[src/rtl/seq_feed_ctrl.sv]
// seq_feed_ctrl: feeds a latched bit pattern, MSB first, into the external
// run-length detector. Each bit is strobed with a one-cycle det_en, det_z is
// sampled on the following cycle, and the controller keeps a saturating hit
// count and the index of the first hit.
module seq_feed_ctrl #(
    parameter int PAT_W = 16,
    parameter int CNT_W = 8,
    parameter int DIV   = 250000
) (
    input  logic             clk,
    input  logic             rst,
    input  logic             start,
    input  logic             abort,
    input  logic             step_mode,
    input  logic             step_pulse,
    input  logic [PAT_W-1:0] pattern,
    input  logic [4:0]       pat_len,
    input  logic             det_z,
    output logic             w,
    output logic             det_en,
    output logic             det_rst_n,
    output logic             busy,
    output logic             done,
    output logic [CNT_W-1:0] hit_count,
    output logic [4:0]       first_hit_idx,
    output logic             first_hit_valid
);

    localparam int DIV_W = $clog2(DIV);
    localparam logic [DIV_W-1:0] DIV_LAST = DIV_W'(DIV - 1);

    typedef enum logic [2:0] {
        IDLE,
        LOAD,
        RUN,
        SAMPLE,
        DONE
    } state_t;

    state_t           state;
    state_t           state_nxt;
    logic [PAT_W-1:0] sreg;
    logic [4:0]       remaining;
    logic [4:0]       idx;
    logic [DIV_W-1:0] divider;
    logic             en_q;
    logic             advance;

    assign busy = (state == LOAD) || (state == RUN) || (state == SAMPLE);
    assign done = (state == DONE);
    assign w    = ((state == RUN) || (state == SAMPLE)) ? sreg[PAT_W-1] : 1'b0;

    // Advance decision; en_q blocks a strobe right after the LOAD strobe so
    // det_en can never be high on two consecutive cycles.
    always_comb begin
        advance = 1'b0;
        if (state == RUN && !en_q) begin
            advance = step_mode ? step_pulse : (divider == DIV_LAST);
        end
    end

    // Next-state and detector strobe decode; abort overrides everything.
    always_comb begin
        state_nxt = state;
        det_en    = 1'b0;
        det_rst_n = 1'b1;
        case (state)
            IDLE:    if (start) state_nxt = LOAD;
            LOAD: begin
                det_en    = 1'b1;
                det_rst_n = 1'b0;
                state_nxt = RUN;
            end
            RUN: begin
                if (advance) begin
                    det_en    = 1'b1;
                    state_nxt = SAMPLE;
                end
            end
            SAMPLE:  state_nxt = (remaining == 5'd1) ? DONE : RUN;
            DONE:    if (start) state_nxt = LOAD;
            default: state_nxt = IDLE;
        endcase
        if (abort) begin
            state_nxt = IDLE;
            det_en    = 1'b0;
            det_rst_n = 1'b1;
        end
    end

    // State register plus a one-cycle history of det_en.
    always_ff @(posedge clk or negedge rst) begin
        if (!rst) begin
            state <= IDLE;
            en_q  <= 1'b0;
        end else begin
            state <= state_nxt;
            en_q  <= det_en;
        end
    end

    // Pattern shifter, bit counters, divider and hit bookkeeping.
    always_ff @(posedge clk or negedge rst) begin
        if (!rst) begin
            sreg            <= '0;
            remaining       <= '0;
            idx             <= '0;
            divider         <= '0;
            hit_count       <= '0;
            first_hit_idx   <= '0;
            first_hit_valid <= 1'b0;
        end else if (!abort) begin
            case (state)
                LOAD: begin
                    sreg            <= pattern;
                    remaining       <= (pat_len == 5'd0) ? 5'd16 : pat_len;
                    idx             <= '0;
                    divider         <= '0;
                    hit_count       <= '0;
                    first_hit_idx   <= '0;
                    first_hit_valid <= 1'b0;
                end
                RUN: begin
                    // Manual mode holds the divider at zero, so switching
                    // modes mid-run always restarts the auto interval.
                    if (advance || step_mode) begin
                        divider <= '0;
                    end else begin
                        divider <= divider + DIV_W'(1);
                    end
                end
                SAMPLE: begin
                    if (det_z) begin
                        if (hit_count != '1) begin
                            hit_count <= hit_count + CNT_W'(1);
                        end
                        if (!first_hit_valid) begin
                            first_hit_idx   <= idx;
                            first_hit_valid <= 1'b1;
                        end
                    end
                    sreg      <= {sreg[PAT_W-2:0], 1'b0};
                    idx       <= idx + 5'd1;
                    remaining <= remaining - 5'd1;
                end
                default: ;
            endcase
        end
    end

endmodule

[config.mk]
export PLATFORM = sky130hd
export DESIGN_NAME = seq_feed_ctrl
export DESIGN_NICKNAME = d
export VERILOG_FILES = /design/src/rtl/seq_feed_ctrl.sv
export SDC_FILE = /design/constraint.sdc
export NUM_CORES = 1
export LEC_CHECK = 0
export ABC_AREA = 1
export CORE_ASPECT_RATIO = 1.75
export CORE_UTILIZATION = 55
export CTS_CLUSTER_DIAMETER = 40
export DETAILED_ROUTE_END_ITERATION = 12
export PLACE_DENSITY = 0.8
export SYNTH_ARGS = -nofsm -noshare
export SYNTH_HDL_FRONTEND = slang
export SYNTH_SLANG_ARGS = --single-unit
[constraint.sdc]
create_clock -name clk -period 1.85 [get_ports clk]
set_input_delay 0.37 -clock clk [delete_from_list [all_inputs] [get_ports clk]]
set_output_delay 0.37 -clock clk [all_outputs]
set_load 0.01 [all_outputs]
[Word-level counts from Yosys, hierarchy flattened]
Index checks and enable logic that the tools add are counted.
Operators by class
  add/subtract/negate cells: 4
  eq/ne operators: 12
  mux-type cells: 27
  bitwise gates (word level): 1
  reductions and logical operators: 17
Operators by type and width (number)
  18-bit one-hot mux with 2 select lines: 1
  16-bit one-hot mux with 2 select lines: 1
  5-bit one-hot mux with 2 select lines: 3
  18-bit by 1-bit adder with 18-bit output (second input constant): 1
  18-bit == test (second input constant): 1
  18-bit 2-to-1 mux: 1
  8-bit 2-to-1 mux: 2
  8-bit one-hot mux with 2 select lines: 1
  5-bit 2-to-1 mux: 3
  3-bit 2-to-1 mux: 4
  3-bit one-hot mux with 4 select lines: 1
  8-bit by 1-bit adder with 8-bit output (second input constant): 1
  1-bit 2-to-1 mux: 8
  8-bit inequality test (second input constant): 1
  4-bit AND reduction: 2
  3-bit by 2-bit == test with 1-bit output (second input constant): 2
  2-bit AND reduction: 3
  5-bit by 1-bit adder with 5-bit output (second input constant): 1
  5-bit by 1-bit == test with 1-bit output (second input constant): 1
  5-bit zero test: 1
  5-bit by 1-bit subtractor with 5-bit output (second input constant): 1
  1-bit logical OR: 4
  2-bit inequality test (second input constant): 2
  1-bit one-hot mux with 2 select lines: 2
  12 further kinds: 13
Storage, ports and cells
  register bits after elaboration: 62
  bits of input ports: 28
  output and inout bits: 19
  word-level logic and storage cells: 70

[Logic depth before layout (Yosys ltp)]
Gate-level depths: netlist of run 1.
  depth in word-level cells: 6
  mapped depth: 12
  gate-level depth less buffers: 11

[Worst setup path after synthesis of run 1]
Ideal clock, no wire load.
  path type: reg-to-output
  from: reg divider[0]
  to: out det_en
  data arrival time: 1.311 ns
  slack: 0.169 ns
  stages on the path, launching flop included: 8
  cells stage by stage: dfrtp_1 ha_1 nand3_2 nor2_1 nand3_1 nand2_1 nand2_2 o21ai_0
Between the ends
  longest elaborated chain between the ends: 6
Ends and longest elaborated chain
  start: declaration: line 45  | logic [DIV_W-1:0] divider;
  start signal: assignment: line 129  | divider <= divider + DIV_W'(1);
  18-bit == test: line 58  | advance = step_mode ? step_pulse : (divider == DIV_LAST);
  1-bit 2-to-1 mux: line 58
  1-bit 2-to-1 mux: line 57  | if (state == RUN && !en_q) begin
  1-bit 2-to-1 mux: line 75  | if (advance) begin
  1-bit one-hot mux with 2 select lines: line 67  | case (state)
  1-bit 2-to-1 mux: line 84  | if (abort) begin
  end: declaration: line 20  | output logic det_en,
No other way between the ends.

[Worst setup path in the final report of run 1]
  from: reg divider[1]
  to: out det_en
The elaborated chain is that of the path after synthesis.

==> run_results.csv, run 1 <==
group,metric,value,unit
outcome,status,"finished, violations left",
outcome,failed_checks,"setup timing",
logic_synthesis,ys_warn_count,0,
global_routing,grt_pass1_wl,13760,um
route,finalWirelength,8437,um
die,initial_utilization,58.08,%
route,drt_iter0_drc,186,
logic_synthesis,synth_top_cell_area_share,44.73,%
setup_path,reg2regPathDepth,10,
cts,clock_latency,0.34,ns
cts,clock-sinks,62,
die,die_w,62.03,um
power,p_leak,2.090,nW
cts,cts_made_buffers,9,
logic_synthesis,synth_fa_ha_area_share,1.804,%
logic_synthesis,synth_top_family_by_area,"simple AND/OR/NAND/NOR gates",
final_layout,num-nets-final,548,
logic_synthesis,ys_ff_latch,62,
route,wl_per_cell,14.11,um
setup_path,startpoint_type,"flip-flop",
timing,period_needed,2.009,ns
setup_path,required,1.48,ns
route,antenna_left,0,
timing,worst_slew_pin_slew,0.3398,ns
global_routing,grt_antenna_before_repair,0,
logic_synthesis,synth_ff_type,"dfrtp_1",
timing,finClkSkew,0.004212,ns
route,vias,3202,
timing,fin_ws,-0.1592,ns
timing,grt_setup_unrepaired,"yes",
timing,post-route-period-util,108.6,%
logic_synthesis,synth_nets,450,
cts,cts_tree,"yes",
logic_synthesis,syn_area,3468,um^2
timing,finalSetupViolations,1,
timing,maxClockFrequency,497.7,MHz
place,gp_congestion,0.9060,
route,drc,0,
cts,clk_pin_slew,0.06,ns
logic_synthesis,synth-xor-area-share,3.535,%
route,first_pass_iters,6,
die,coreArea,5972,um^2
logic_synthesis,yosysMostFrequentCell,"nand2_1",
die,std_cell_rows,37,
timing,hold_violations,0,
place,hpwlAfterDp,5970,um
global_routing,grt-ovfl-total,0,
route,routed_via_density,5.355,
setup_path,endpoint_kind,"output pin",
global_routing,grt_pass1_vias,3225,
timing,max_slew_margin,77.34,%
final_layout,drive_above_1_share,23.08,%
place,placed_area,4298,um^2
logic_synthesis,yosys-top-cells-count,"nand2_1, dfrtp_1, nor2_1",
die,dieArea,6640,um^2
logic_synthesis,synth_compound_area_share,12.52,%
final_layout,area_growth,30.70,%
logic_synthesis,synthArstFlopShare,100.0,%
logic_synthesis,synth_cells,417,
logic_synthesis,synthMuxAreaShare,0,%
min_path,hold_path_class,"input pin to asynchronous set/reset pin",
logic_synthesis,synth_edf_count,0,
power,peakVddDrop,0.0006571,V
logic_synthesis,yosysSeqAreaShare,44.73,%
logic_synthesis,yosysTopAreaCell,"dfrtp_1",
logic_synthesis,synth_area_leaders,"dfrtp_1, nand2_1, nor2_1, o21ai_0, inv_1",
final_layout,final_area,4533,um^2
logic_synthesis,synthSimpleGateAreaFrac,28.90,%
cts,clockBufferDepth,2,
logic_synthesis,syn_avg_cell_area,8.317,um^2
timing,slew_violations,0,
setup_path,crit_path_max_fanout,2,
logic_synthesis,synthDistinctLibCells,39,
cts,clockRootBuffer,"clkbuf_8",
flow_run,cap_viol_max_count,0,
global_routing,grt_max_degree,63,
cts,htreeDepth,3,
setup_path,arrival,1.64,ns
place,io_buffers,46,
final_layout,diodes,0,
timing,setup_tns,-0.1592,ns
die,die_y,107.1,um
power,power_density,1044,nW/um^2
cts,holdBufCountCts,0,
die,ios,47,
global_routing,grt_use_total,28.49,%
setup_path,path_class,"flip-flop to output pin",
worst max-delay path: stages (launching register included):
cell and delay [ns]:
dfrtp_1 0.36, ha_1 0.18, nand3_2 0.10, nor2_2 0.11, nand3_1 0.08, nand2_1 0.09, nand2_2 0.07, o21ai_2 0.15
buf_2 0.15
through the flow:
stage / worst slack, ns / util (%) / hold slack (ns) / total power [mW] / std cells
2_1_floorplan: 0.1688 / - / 0.07441 / 3.006 / 417
3_3_place_gp: -0.5277 / 71.97 / 0.4060 / 3.577 / 576
3_5_place_dp: -0.6730 / 71.97 / 0.4047 / 3.648 / 576
4_1_cts: -0.1956 / 74.92 / 0.03553 / 4.681 / 593
5_1_grt: -0.2816 / 75.91 / 0.05218 / 5.020 / 598
6_report: -0.1592 / 75.91 / 0.02224 / 4.731 / 598
worst paths after layout:
check | start | to | slack (ns)
worst max-delay path | divider[1]$_DFFE_PN0P_ | det_en | -0.16
worst min-delay path | rst | divider[0]$_DFFE_PN0P_ | 0.02
worst max register to register | state[1]$_DFFE_PN0P_ | divider[9]$_DFFE_PN0P_ | 0.13
worst min register to register | idx[4]$_DFFE_PN0P_ | idx[4]$_DFFE_PN0P_ | 0.47
max in group asynchronous | rst | divider[11]$_DFFE_PN0P_ | 1.54
min in group clk | idx[4]$_DFFE_PN0P_ | idx[4]$_DFFE_PN0P_ | 0.47
power breakdown:
| part | internal [mW] | leakage, nW | switching [mW] | total [mW] |
|---|---|---|---|---|
| registers | 1.69 | 0.826 | 0.211 | 1.90 |
| clock network | 0.523 | 0.0817 | 0.492 | 1.02 |
| logic | 0.747 | 1.18 | 1.07 | 1.82 |
| total | 2.96 | 2.09 | 1.77 | 4.73 |
registers in the layout (all words and copies together) (netlist names), 3 cells and up:
signal,count
divider,18
first_hit_idx,5
hit_count,8
idx,5
remaining,5
sreg,16
state,3
cells in the final DEF (no fill, tap or decap), drive strengths merged, types with 3 or more instances in the layout:
cell type	synthesis	layout
a21oi	11	11
buf	11	56
clkbuf	1	15
clkdlybuf4s50	0	40
clkinv	0	3
dfrtp	62	62
ha	5	5
inv	49	48
nand2	82	82
nand3	33	33
nand4	5	5
nor2	63	63
nor3	11	11
o21ai	55	55
o22ai	7	7
xor2	12	12
final cells by class:
class | count | area (um^2)
flip-flops and latches | 62 | 1551
inverters | 49 | 201.4
clock buffers | 15 | 156.4
well taps | 78 | 97.59
fillers | 458 | 1439
repair buffers | 98 | 870.8
clock inverters | 1 | 5.005
repair inverters | 1 | 5.005
multi-input cells | 294 | 1645
routing by layer:
metal  vias to the layer above  GRT usage [%]  part of all wire (%)  wire length, um
met1                      1535          31.18                    39             3249
met2                        83          47.57                    54             4584
li1                       1552              -                     -                -
met3                        32          5.428                   2.9              242
met5                         -              0                     0                0
met4                         0          18.41                   4.3              361
cell families after synthesis:
| family | after synthesis |
|---|---|
| AO/OA/AOI/OAI | 78 |
| adder cells (fa/ha/maj) | 5 |
| flip-flops | 62 |
| buffers and inverters | 61 |
| AND/OR/NAND/NOR | 197 |
| XOR/XNOR | 14 |
what timing repair did:
action	4_1_cts	5_1_grt
cloned	0	1
pin swaps	1	7
gates resized for setup	18	14
buffers inserted	1	4
setup endpoints to repair	5	18
Note: power is estimated with default switching activity, not from simulation.
==> run 2, diff against run 1 <==
Settings changed: HOLD_SLACK_MARGIN from default to 0.08.
==> run 2 against run 1 <==
  * The run still ends with setup timing left
  * Clock-buffer cell count is the same
  * Global-route usage shrank 0.097 points
  * Power down 0.64%
  * Sequential cell count unchanged
  * Sequential share of layout area unchanged
  * Hold slack better by 0.45 ns
  * Non-clock buffer count rose by 1
  * Die area stayed put
  * Clock skew up 0.00068 ns
  * Fmax is 0.37% lower
==> run_results.csv, run 2 (synthesized netlist as in run 1, its figures left out) <==
group,metric,value,unit
outcome,status,"finished, violations left",
outcome,failed_checks,"setup timing",
power,p_leak,2.084,nW
die,die_y,107.1,um
cts,clk_pin_slew,0.06,ns
global_routing,grt_antenna_before_repair,0,
place,hpwlAfterDp,5970,um
timing,grt_setup_unrepaired,"yes",
place,placed_area,4298,um^2
timing,holdWs,0.4697,ns
setup_path,crit_path_max_incr_delay,0.46,ns
timing,finClkSkew,0.004887,ns
cts,cts_tree,"yes",
final_layout,final_cell_mix,"nand2_1, dfrtp_1, nor2_1",
timing,fin_ws,-0.1666,ns
route,drt_iter0_drc,171,
setup_path,crit_family,"buffers and inverters",
timing,maxClockFrequency,495.9,MHz
setup_path,required,1.48,ns
cts,cts_made_buffers,9,
timing,setup_tns,-0.1666,ns
route,drc,0,
cts,clockRootBuffer,"clkbuf_8",
cts,clock-sinks,62,
die,ios,47,
final_layout,registers.top_by_ff_count,"divider",
die,initial_utilization,58.08,%
global_routing,grt_pass1_vias,3236,
route,top_layer_used,"met4",
timing,slew_violations,0,
route,routed_via_density,5.358,
power,power_density,1037,nW/um^2
route,wl_met3,236,um
route,vias,3204,
final_layout,num-nets-final,548,
setup_path,crit_path_max_fanout,2,
die,std_cell_rows,37,
global_routing,grt_pass1_wl,13730,um
setup_path,worst-path-buf-inv,3,
setup_path,endpoint_kind,"output pin",
final_layout,area_growth,30.70,%
timing,period_needed,2.017,ns
final_layout,final_area,4533,um^2
final_layout,final_common_cell,"nand2_1",
die,dieArea,6640,um^2
place,io_buffers,46,
cts,clockBufferDepth,2,
power,power,4.700,mW
timing,max_slew_margin,77.32,%
timing,post-route-period-util,109.0,%
final_layout,top_regs,"divider: 18 flops, sreg: 16 flops, hit_count: 8 flops",
route,antenna_left,0,
final_layout,largest_reg_flops,18,
setup_path,crit_path_cell_trace,"clkdlybuf4s50_1, inv_1, nand2_1, nor2_1, nand3_1, nand2_1, nand2_2, o21ai_2, buf_2",
timing,finalSetupViolations,1,
global_routing,grt_use_total,28.40,%
route,wl_met1,3142,um
route,finalWirelength,8371,um
timing,worst_slew_pin_slew,0.3403,ns
final_layout,drive_above_1_share,22.69,%
cts,clock_latency,0.34,ns
setup_path,arrival,1.65,ns
route,first_pass_iters,5,
flow_run,cap_viol_max_count,0,
cts,htreeDepth,3,
timing,hold_violations,0,
global_routing,grt-ovfl-total,0,
setup_path,path_class,"input pin to output pin",
place,gp_congestion,0.9060,
die,coreArea,5972,um^2
power,peakVddDrop,0.0006507,V
min_path,hold_path_class,"flip-flop to flip-flop",
route,wl_met2,4676,um
final_layout,diodes,0,
setup_path,startpoint_type,"input pin",
setup_path,cpMostUsedCell,"nand2_1",
route,wl_per_cell,14.00,um
setup_path,cp_slowest_cell,"clkdlybuf4s50_1",
die,die_w,62.03,um
global_routing,grt_max_degree,63,
==> run 2: worst paths after layout <==
path / start / to / slack, ns / cells past startpoint
worst min-delay path: idx[4]$_DFFE_PN0P_ / idx[4]$_DFFE_PN0P_ / 0.47 / 1
max in group asynchronous: rst / first_hit_idx[4]$_DFFE_PN0P_ / 0.99 / 3
worst max-delay path: step_mode / det_en / -0.17 / 9
worst max register to register: divider[11]$_DFFE_PN0P_ / divider[11]$_DFFE_PN0P_ / 0.14 / 12
min in group asynchronous: rst / divider[0]$_DFFE_PN0P_ / 0.57 / 3
worst min register to register: idx[4]$_DFFE_PN0P_ / idx[4]$_DFFE_PN0P_ / 0.47 / 1
==> run 2: cell type report <==
cell class              instances  area, um^2
well taps                      78       97.59
clock buffers                  15       156.4
repair buffers                 99       880.8
multi-input cells             294        1640
inverters                      49       201.4
fillers                       456        1439
flip-flops and latches         62        1551
clock inverters                 1       5.005
==> run 2: timing repair <==
action / in CTS / in global routing
pin swaps: 1 / 8
setup endpoints to repair: 5 / 16
cloned: 0 / 0
buffers inserted: 1 / 4
endpoints found under the hold margin: 62 / 0
gates resized for setup: 18 / 13
hold buffers: 1 / 0
==> run 2: routing by layer <==
| layer | track usage (%) | vias up |
|---|---|---|
| met5 | 0 | - |
| met4 | 17.62 | 0 |
| met3 | 7.238 | 29 |
| met2 | 47.57 | 82 |
| met1 | 30.06 | 1536 |
| li1 | - | 1557 |
==> run 2: power by group <==
part           total, mW  switching (mW)  internal [mW]
sequential          1.90           0.210           1.69
clock               1.02           0.493          0.524
combinational       1.79            1.04          0.744
total               4.70            1.74           2.96
==> run 2: stage by stage <==
stage	setup WS [ns]	utilization, %	cells
after floorplan	0.1688	-	417
after global placement	-0.5277	71.97	576
after detailed placement	-0.6730	71.97	576
after CTS	-0.1956	75.09	594
after global routing	-0.2555	75.91	598
final	-0.1666	75.91	598
==> run 2: worst register-to-register path, delay by kind of cell, from the launching register on <==
kind,cells,cell delay [ns]
buffers and inverters,3,0.39
and+or+nand+nor,9,0.84
DFF,1,0.38
